`src/rtl/mux4_rr_arbiter.sv`:
```
// Round-robin arbiter for a 4:1 data mux with a bounded hold time per owner.
// A grant ends on done, when the owner drops its request, or after MAX_HOLD cycles.
module mux4_rr_arbiter #(
  parameter int unsigned MAX_HOLD = 8
) (
  input  logic       clk,
  input  logic       rst,
  input  logic [3:0] req,
  input  logic       done,
  output logic [3:0] gnt,
  output logic [1:0] sel,
  output logic       busy
);

  localparam logic [0:0] IDLE  = 1'b0;
  localparam logic [0:0] GRANT = 1'b1;

  // The hold counter starts at zero on the first owned cycle, so MAX_HOLD-1 is the last one.
  localparam logic [3:0] HOLD_LIMIT = 4'(MAX_HOLD - 1);

  logic [0:0] state;
  logic [1:0] last;
  logic [3:0] hold;
  logic [1:0] winner;
  logic       release_now;

  // Searching from last+1 and wrapping ends on last itself, so the owner is only re-picked when alone.
  function automatic logic [1:0] rr_pick(input logic [1:0] from, input logic [3:0] r);
    logic [1:0] pick;
    logic [1:0] idx;
    logic       found;
    pick  = from;
    found = 1'b0;
    for (int k = 1; k <= 4; k++) begin
      idx = from + 2'(k);
      if (!found && r[idx]) begin
        pick  = idx;
        found = 1'b1;
      end
    end
    return pick;
  endfunction

  always_comb begin
    winner      = rr_pick(last, req);
    release_now = done || !req[sel] || (hold == HOLD_LIMIT);
  end

  always_ff @(posedge clk) begin
    if (rst) begin
      state <= IDLE;
      gnt   <= 4'b0000;
      sel   <= 2'd0;
      last  <= 2'd3;
      hold  <= 4'd0;
    end else begin
      case (state)
        IDLE: begin
          if (req != 4'b0000) begin
            state <= GRANT;
            gnt   <= 4'b0001 << winner;
            sel   <= winner;
            last  <= winner;
            hold  <= 4'd0;
          end
        end
        GRANT: begin
          if (release_now) begin
            hold <= 4'd0;
            if (req != 4'b0000) begin
              gnt  <= 4'b0001 << winner;
              sel  <= winner;
              last <= winner;
            end else begin
              state <= IDLE;
              gnt   <= 4'b0000;
            end
          end else begin
            hold <= hold + 4'd1;
          end
        end
        default: begin
          state <= IDLE;
          gnt   <= 4'b0000;
        end
      endcase
    end
  end

  assign busy = (state == GRANT);

endmodule

```
`config.mk`:
```
export PLATFORM = sky130hd
export DESIGN_NAME = mux4_rr_arbiter
export DESIGN_NICKNAME = d
export VERILOG_FILES = /design/src/rtl/mux4_rr_arbiter.sv
export SDC_FILE = /design/constraint.sdc
export NUM_CORES = 1
export LEC_CHECK = 0
export BUFFER_PORTS_ARGS = -buffer_cell sky130_fd_sc_hd__buf_4
export CORE_MARGIN = 2
export CORE_UTILIZATION = 40
export DETAILED_ROUTE_END_ITERATION = 16
export GPL_TIMING_DRIVEN = 0
export SLEW_MARGIN = 30
export SYNTH_ARGS = -nofsm -noshare
export SYNTH_HDL_FRONTEND = slang
export SYNTH_SLANG_ARGS = --single-unit
```
`constraint.sdc`:
```
create_clock -name clk -period 1.6 [get_ports clk]
set_input_delay 0.08 -clock clk [delete_from_list [all_inputs] [get_ports clk]]
set_output_delay 0.08 -clock clk [all_outputs]
set_load 0.02 [all_outputs]
```
==> flow_metrics.py, run 1 <==
metrics = {
    "run_status": {
        "status": "complete, but fails checks",
        "violations": "negative setup slack",
    },
    "final_layout": {
        "nets": 96,
        "diodes": 0,
        "drive_above_1_share_pct": 35.6,
        "nFillCells": 148,
        "area_growth_syn_to_layout_pct": 29.3,
    },
    "grt": {
        "antenna_found_initial": 0,
        "overflow": 0,
        "grt_pass1_vias": 517,
        "grt_max_degree": 11,
        "grt_pass1_wl_um": 2230,
        "track_usage_pct": 15.1,
    },
    "critical_path": {
        "critical_path.max_fanout": 5,
        "slowest_delay_ns": 0.54,
        "timing.rr.start": "sel[1]",
        "critical_path_class": "flop to flop",
        "startpoint_type": "flop",
        "endpoint_kind": "flop",
        "required_ns": 1.77,
        "crit_family": "multiplexers",
        "cp_data_arrival_time_ns": 1.81,
        "startpoint": "sel[1]",
        "path_cells": "mux4_2 -> and3_4 -> o21ba_4 -> a22o_1",
        "cp_num_buf_inv": 0,
        "slowest_stage": "mux4_2",
    },
    "routing": {
        "via_per_inst": 5.49,
        "dr.pass1.iters": 3,
        "drt_iter0_markers": 7,
        "final_antenna_net_count": 0,
        "drt_wl_total_um": 1320,
        "drcViolationCount": 0,
        "drt-wirelength-per-cell_um": 12.8,
        "vias": 565,
    },
    "floorplanning": {
        "die-area_um2": 1940,
        "die_width_um": 44.0,
        "die_height_um": 44.0,
        "fp-row-count": 14,
        "core_area_um2": 1510,
        "start_util_pct": 42.5,
        "boundaryPins": 14,
    },
    "logic_synthesis": {
        "synth.distinct_cells": 30,
        "synthCells": 67,
        "avgSynthCellArea_um2": 9.56,
        "syn-num-nets": 75,
        "synth_seq_area_share_pct": 40.6,
        "yosysTopAreaCellShare_pct": 40.6,
        "async_flop_share_pct": 0,
        "synth_area_leaders": "dfxtp_1, nor2b_1, nor2_1",
        "dominantRegCellSynth": "dfxtp_1",
        "yosysWarnings": 0,
        "syn_area_um2": 641,
        "synth_edf_count": 0,
        "synth_area_leader_cell": "dfxtp_1",
        "synth-seq-cells": 13,
    },
    "timing": {
        "rsz0062_at_grt": "yes",
        "min_period_ns": 1.64,
        "finClkSkew_ns": 0.00229,
        "holdWs_ns": 0.0837,
        "relSlewSlack_pct": 65.1,
        "maxSlewViolCount": 0,
        "fmax_mhz": 609,
        "worstMarginPinSlew_ns": 0.520,
        "hold_violations": 0,
        "postLayoutSetupSlackWorst_ns": -0.0417,
        "min_period_over_period_pct": 103,
        "setup_viol": 4,
        "tns_ns": -0.111,
    },
    "clock_tree": {
        "clkLatencyLatePin_ns": 0.28,
        "clk_path_buf_depth": 2,
        "h-tree-depth": 1,
        "cts_root_buffer": "clkbuf_4",
        "cts_buffers": 3,
        "path_clk_slew_ns": 0.08,
        "cts_hold_buf": 0,
        "tritoncts": "yes",
        "clock-sinks": 13,
    },
    "hold_path": {
        "hold_class": "input pin to flop",
        "hold_start": "req[1]",
    },
    "place": {
        "portBuffers": 13,
        "dpl.hpwl_um": 1000,
        "routabilityCongestion": 0.761,
    },
    "power": {
        "p_per_area_nw_per_um2": 948,
        "leakage_nw": 0.342,
        "finalPower_uw": 786,
        "ir_drop_mv": 0.505,
    },
    "flow_run": {
        "drv_cap": 0,
    },
}
worst register-to-register path, cell delays in order, from the launching register on:
cell and delay (ns):
dfxtp_4 0.36, mux4_2 0.55, and3_4 0.22, o21ba_4 0.21
a22o_1 0.21
report_power, final:
part / leakage (nW) / total (mW) / internal [mW] / switching [mW]
clock: 0.0177 / 0.205 / 0.0927 / 0.113
sequential: 0.107 / 0.376 / 0.353 / 0.0230
combinational: 0.217 / 0.204 / 0.102 / 0.102
state kept, by name (all words and copies together) (netlist names):
signal,flops
gnt,4
hold,4
last,2
sel,2
busy,1
area by class of cell:
type / count / area (µm²) / share of cell area (%)
plain buffers: 1 / 3.75 / 0.453
clock buffers: 3 / 22.5 / 2.72
clock inverters: 1 / 5.00 / 0.604
inverters: 1 / 3.75 / 0.453
multi-input cells: 52 / 389 / 47.0
flip-flops and latches: 13 / 264 / 31.9
well taps: 16 / 20.0 / 2.42
repair buffers: 16 / 120 / 14.5
placed cells by master (no fill, tap or decap), drive strengths merged:
cell	Yosys	final
a22oi	1	1
a31oi	1	1
and2b	1	1
mux4	1	1
or3b	1	1
nor3	1	1
clkbuf	1	4
o211ai	1	1
o21ai	3	3
nor4	1	1
ha	1	1
a32o	2	2
nand2	4	4
nor2b	6	6
inv	1	1
dfxtp	13	13
nor2	8	8
and3b	1	1
nand3	2	2
mux2i	1	1
a21oi	5	5
a22o	2	2
a21boi	1	1
clkinv	0	1
o21ba	1	1
or3	1	1
buf	0	16
a31o	1	1
nand3b	1	1
o2111a	1	1
o21bai	2	2
and3	1	1
synthesized netlist by cell type, drive strengths merged, types with 2 or more instances:
cell and count:
dfxtp 13, nor2 8, nor2b 6, a21oi 5, nand2 4, o21ai 3, a22o 2, a32o 2
nand3 2, o21bai 2
worst paths after layout:
| path | endpoint | slack, ns | cells past startpoint |
|---|---|---|---|
| hold / removal | busy | 0.08 | 3 |
| setup / recovery | gnt[2] | -0.04 | 4 |
| setup reg to reg | gnt[2] | -0.04 | 4 |
| hold reg to reg | gnt[3] | 0.49 | 1 |
logic make-up after synthesis:
kind of cell,Yosys count,share of synthesized area (%)
flops,13,40.6
compound gates,21,26.2
fa+ha+maj,1,1.95
buf+inv,2,1.17
simple gates,28,25.0
mux,2,5.08
stage by stage:
stage,utilization (%),worst slack (ns),instances,instance area (µm²)
2_1_floorplan,-,-0.0411,67,651
3_3_place_gp,51.0,-0.0620,96,768
3_5_place_dp,51.0,-0.0538,96,768
4_1_cts,54.3,-0.0495,103,818
5_1_grt,55.0,-0.0734,103,828
6_report,55.0,-0.0417,103,828
what timing repair did:
action | 4_1_cts | 5_1_grt
hold endpoints to repair | 0 | 0
pin swaps | 5 | 4
gates resized for setup | 0 | 2
setup buffers | 3 | 0
endpoints found under the setup margin | 6 | 8
metal layers:
metal,global-route usage [%],share of wire (%),vias to the layer above
met2,22.4,45,12
met3,2.45,4.7,0
met1,22.3,50,259
met4,5.45,0,0
met5,0,0,-
li1,-,-,294
Note: power is estimated with default switching activity, not from simulation.
==> inputs of run 2 (changes only) <==
--- a/config.mk
+++ b/config.mk
@@ -10,6 +10,7 @@
 export CORE_UTILIZATION = 40
 export DETAILED_ROUTE_END_ITERATION = 16
 export GPL_TIMING_DRIVEN = 0
+export SETUP_SLACK_MARGIN = 0.2
 export SLEW_MARGIN = 30
 export SYNTH_ARGS = -nofsm -noshare
 export SYNTH_HDL_FRONTEND = slang
==> run 2 against run 1 <==
Net effect:
- the flow still finishes with violations (negative setup slack)
- total power rose by 2.4%
- maximum frequency down 0.60%
- highest routed layer unchanged
- non-clock buffer count is 2 higher
==> flow_metrics.py, run 2 (synthesized netlist as in run 1, its figures left out) <==
metrics = {
    "critical_path": {
        "critical_path.max_fanout": 5,
        "endpoint_kind": "flop",
        "cp_data_arrival_time_ns": 1.82,
        "startpoint_type": "flop",
        "required_ns": 1.77,
        "r2r_slack_ns": -0.05,
        "timing.rr.start": "sel[1]",
        "timing.rr.end": "gnt[3]",
        "rr_worst_depth": 4,
        "critical_path_class": "flop to flop",
    },
    "power": {
        "p_seq_share_pct": 46.8,
        "p_per_area_nw_per_um2": 924,
        "p_int_uw": 564,
        "switchingPower_uw": 240,
        "combPwrFrac_pct": 27.7,
        "pwr-share-clk_pct": 25.5,
        "leakage_nw": 0.358,
        "netSwitchingFraction_pct": 29.8,
        "ir_drop_mv": 0.503,
    },
    "timing": {
        "setup_viol": 4,
        "min_period_over_period_pct": 103,
        "relSlewSlack_pct": 62.3,
        "rsz0062_at_grt": "yes",
        "fmax_mhz": 605,
        "finClkSkew_ns": 0.00393,
        "worstMarginPinSlew_ns": 0.561,
        "holdWs_ns": 0.0865,
        "postLayoutSetupSlackWorst_ns": -0.0516,
        "min_period_ns": 1.65,
        "hold_violations": 0,
        "maxSlewViolCount": 0,
    },
    "place": {
        "portBuffers": 13,
        "routabilityCongestion": 0.769,
        "dpl.hpwl_um": 982,
        "place_area_um2": 773,
        "dp_cells": 96,
    },
    "final_layout": {
        "layout.cells.non_filler": 105,
        "nets": 98,
        "diodes": 0,
        "top_regs": "gnt x4, hold x4",
        "final_common_cell": "buf_4",
        "final_cell_mix": "buf_4, dfxtp_1, nor2_1, nor2b_1",
        "drive_above_1_share_pct": 40.4,
        "postLayoutCellArea_um2": 871,
        "area_growth_syn_to_layout_pct": 35.9,
    },
    "grt": {
        "met2_usage_pct": 20.9,
        "grt_pass1_wl_um": 2210,
        "antenna_found_initial": 0,
        "grtUsageMet3_pct": 2.45,
        "track_usage_pct": 15.3,
        "grt_max_degree": 11,
        "grt_busiest_layer": "met1",
        "overflow": 0,
        "grt_pass1_vias": 482,
        "grtUsageMet1_pct": 23.5,
    },
    "run_status": {
        "status": "complete, but fails checks",
        "violations": "negative setup slack",
    },
    "floorplanning": {
        "die_height_um": 44.0,
        "die-area_um2": 1940,
        "start_util_pct": 42.5,
        "core_area_um2": 1510,
        "die_width_um": 44.0,
        "boundaryPins": 14,
        "fp-row-count": 14,
    },
    "clock_tree": {
        "cts_root_buffer": "clkbuf_4",
        "clk_path_buf_depth": 2,
        "tritoncts": "yes",
        "h-tree-depth": 1,
        "path_clk_slew_ns": 0.08,
        "cts_buffers": 3,
        "clkLatencyLatePin_ns": 0.27,
        "cts_hold_buf": 0,
        "clock-sinks": 13,
    },
    "hold_path": {
        "holdPathEnd": "busy",
        "hold_start": "req[1]",
        "hold_class": "input pin to flop",
        "min_path_cells": 3,
    },
    "routing": {
        "dr.pass1.iters": 4,
        "final_antenna_net_count": 0,
        "vias": 572,
        "drcViolationCount": 0,
        "drt_wl_total_um": 1340,
        "drt_iter0_markers": 6,
        "drt-wirelength-per-cell_um": 12.8,
        "via_per_inst": 5.45,
    },
    "flow_run": {
        "drv_cap": 0,
    },
}
## run 2: cell count changes in the layout (fill, tap and decap cells not counted), sizes merged
cell	previous run	this run
clkbuf	4	5
buf	16	18
clkinv	1	0
## run 2: area by class of cell
class / instances / area [µm²]
Buffer: 1 / 3.75
Clock buffer: 4 / 26.3
Fill cell: 140 / 636
Inverter: 1 / 3.75
Multi-Input combinational cell: 52 / 414
Sequential cell: 13 / 264
Tap cell: 16 / 20.0
Timing Repair Buffer: 18 / 139
## run 2: how the worst max path moves through the flow
stage,from,end,slack (ns),cells after the start
after floorplan,sel[1],gnt[2],-0.04,4
after global placement,sel[1],gnt[0],-0.06,4
after detailed placement,sel[1],gnt[2],-0.06,4
after CTS,sel[1],gnt[2],-0.05,4
after global routing,sel[1],gnt[2],-0.09,4
final,sel[1],gnt[3],-0.05,4
## run 2: what timing repair did
action | 4_1_cts | 5_1_grt
gates resized for setup | 4 | 5
pin swaps | 4 | 6
setup buffers | 4 | 1
setup endpoints to repair | 12 | 12
endpoints found under the hold margin | 0 | 0
gates cloned | 0 | 0
## run 2: power by group through the flow
stage / combinational, mW / sequential (mW) / clock, mW
3_3_place_gp: 0.192 / 0.383 / 0
3_5_place_dp: 0.192 / 0.384 / 0
6_report: 0.222 / 0.377 / 0.205
4_1_cts: 0.209 / 0.376 / 0.214
5_1_grt: 0.242 / 0.381 / 0.222
2_1_floorplan: 0.102 / 0.405 / 0
## run 2: layer usage
| layer | share of wire, % | vias up |
|---|---|---|
| li1 | - | 292 |
| met5 | 0 | - |
| met3 | 3.9 | 0 |
| met1 | 49 | 268 |
| met4 | 0 | 0 |
| met2 | 47 | 12 |
## run 2: per-stage QoR
step	utilization, %	TNS [ns]	total power [mW]	setup WS [ns]
6_report	57.8	-0.149	0.804	-0.0516
5_1_grt	57.8	-0.508	0.845	-0.0938
4_1_cts	55.6	-0.202	0.798	-0.0548
3_5_place_dp	51.3	-0.274	0.576	-0.0551
3_3_place_gp	51.3	-0.313	0.576	-0.0646
2_1_floorplan	-	-0.148	0.507	-0.0411
## run 2: worst max-delay path, stage by stage, from the launching register on
cell     delay, ns
dfxtp_4       0.36
mux4_2        0.55
and3_4        0.22
o21ba_4       0.21
a32o_1        0.20
==> inputs of run 3 (changes only) <==
--- a/config.mk
+++ b/config.mk
@@ -5,8 +5,7 @@
 export SDC_FILE = /design/constraint.sdc
 export NUM_CORES = 1
 export LEC_CHECK = 0
-export BUFFER_PORTS_ARGS = -buffer_cell sky130_fd_sc_hd__buf_4
-export CORE_MARGIN = 2
+export BUFFER_PORTS_ARGS = -buffer_cell sky130_fd_sc_hd__buf_2
 export CORE_UTILIZATION = 40
 export DETAILED_ROUTE_END_ITERATION = 16
 export GPL_TIMING_DRIVEN = 0
==> run 3 against run 2 <==
Net effect:
- the flow still finishes with violations (negative setup slack)
- sequential power hardly changed
- total power is 1.1% lower
- critical path type unchanged
- final area is 3.0% lower
- largest cell class unchanged
==> flow_metrics.py, run 3 (synthesized netlist as in run 1, its figures left out) <==
metrics = {
    "critical_path": {
        "startpoint": "sel[1]",
        "r2r_slack_ns": -0.03,
        "critical_path.max_fanout": 5,
        "endpoint_kind": "flop",
        "rr_worst_depth": 4,
        "critical_path_class": "flop to flop",
        "required_ns": 1.77,
        "cp_data_arrival_time_ns": 1.81,
        "timing.rr.end": "gnt[1]",
        "crit_end": "gnt[1]",
        "timing.rr.start": "sel[1]",
        "startpoint_type": "flop",
    },
    "grt": {
        "grt_pass1_vias": 506,
        "antenna_found_initial": 0,
        "overflow": 0,
        "grt_pass1_wl_um": 2170,
        "grt_max_degree": 11,
        "track_usage_pct": 16.1,
    },
    "clock_tree": {
        "clkLatencyLatePin_ns": 0.27,
        "clock-sinks": 13,
        "cts_root_buffer": "clkbuf_4",
        "tritoncts": "yes",
        "h-tree-depth": 1,
        "clk_path_buf_depth": 2,
        "path_clk_slew_ns": 0.08,
        "cts_hold_buf": 0,
        "cts_buffers": 3,
    },
    "final_layout": {
        "nets": 97,
        "final_cell_mix": "buf_2, dfxtp_1, nor2_1, nor2b_1, nand2_1",
        "nFillCells": 139,
        "regArea_um2": 264,
        "final_common_cell": "buf_2",
        "area_growth_syn_to_layout_pct": 31.8,
        "top_regs": "gnt x4, hold x4",
        "postLayoutCellArea_um2": 845,
        "layout.cells.non_filler": 104,
        "drive_above_1_share_pct": 39.8,
        "multi_input_area_um2": 428,
        "diodes": 0,
    },
    "power": {
        "p_per_area_nw_per_um2": 942,
        "ir_drop_mv": 0.469,
        "leakage_nw": 0.346,
    },
    "place": {
        "dpl.hpwl_um": 930,
        "dp_cells": 96,
        "portBuffers": 13,
        "routabilityCongestion": 0.700,
        "place_area_um2": 741,
    },
    "floorplanning": {
        "fp-row-count": 14,
        "core_area_um2": 1510,
        "die-area_um2": 1770,
        "die_width_um": 42.0,
        "start_util_pct": 42.5,
        "boundaryPins": 14,
        "die_height_um": 42.0,
    },
    "timing": {
        "rsz0062_at_grt": "yes",
        "min_period_over_period_pct": 102,
        "relSlewSlack_pct": 61.8,
        "maxSlewViolCount": 0,
        "tns_ns": -0.120,
        "setup_viol": 4,
        "min_period_ns": 1.63,
        "hold_violations": 0,
        "worstMarginPinSlew_ns": 0.569,
        "postLayoutSetupSlackWorst_ns": -0.0347,
        "fmax_mhz": 612,
        "finClkSkew_ns": 0.00115,
    },
    "hold_path": {
        "hold_class": "input pin to flop",
    },
    "routing": {
        "dr.pass1.iters": 4,
        "drt_iter0_markers": 16,
        "final_antenna_net_count": 0,
        "via_per_inst": 5.47,
        "drcViolationCount": 0,
        "drt-wirelength-per-cell_um": 13.4,
        "vias": 569,
        "drt_wl_total_um": 1390,
    },
    "run_status": {
        "status": "complete, but fails checks",
        "violations": "negative setup slack",
    },
    "flow_run": {
        "drv_cap": 0,
    },
}
==> run 3: layout make-up <==
cell class              instances  area share, %
plain buffers                   1          0.444
clock buffers                   4           3.11
inverters                       1          0.444
multi-input cells              52           50.7
flip-flops and latches         13           31.3
well taps                      16           2.37
repair buffers                 17           11.7
==> run 3: worst min path at each step <==
stage	startpoint	endpoint	slack, ns	cells past startpoint
after floorplan	req[2]	busy	0.22	2
after global placement	req[1]	busy	0.39	3
after detailed placement	req[1]	busy	0.41	3
after CTS	req[1]	busy	0.13	3
after global routing	req[1]	busy	0.15	3
final	req[1]	busy	0.13	3
==> run 3: what timing repair did <==
action | in CTS | in global routing
gates resized for setup | 5 | 6
buffers inserted | 3 | 1
pin swaps | 4 | 4
endpoints found under the setup margin | 12 | 12
==> run 3: critical path, stage by stage (launching register included) <==
cell	delay [ns]
dfxtp_4	0.36
mux4_2	0.55
and3_4	0.22
o21ba_4	0.21
a32o_1	0.21
==> run 3: routing by layer <==
layer / global-route usage [%] / vias to the layer above / routed length [µm] / share of wire, %
li1: - / 294 / - / -
met3: 2.59 / 4 / 39 / 2.8
met4: 7.50 / 0 / 17 / 1.2
met1: 22.9 / 260 / 750 / 54
met2: 23.8 / 11 / 586 / 42
met5: 0 / - / 0 / 0
==> run 3: where the power goes <==
group | switching, mW | internal [mW]
clock network | 0.112 | 0.0965
registers | 0.0223 | 0.353
logic | 0.111 | 0.100
total | 0.245 | 0.550
==> run 3: through the flow <==
| step | worst slack [ns] | power [mW] | utilization [%] | hold WS, ns |
|---|---|---|---|---|
| 2_1_floorplan | -0.0411 | 0.507 | - | 0.221 |
| 3_3_place_gp | -0.0598 | 0.559 | 49.2 | 0.391 |
| 3_5_place_dp | -0.0596 | 0.560 | 49.2 | 0.413 |
| 4_1_cts | -0.0414 | 0.783 | 53.4 | 0.134 |
| 5_1_grt | -0.0747 | 0.840 | 56.1 | 0.155 |
| 6_report | -0.0347 | 0.795 | 56.1 | 0.127 |
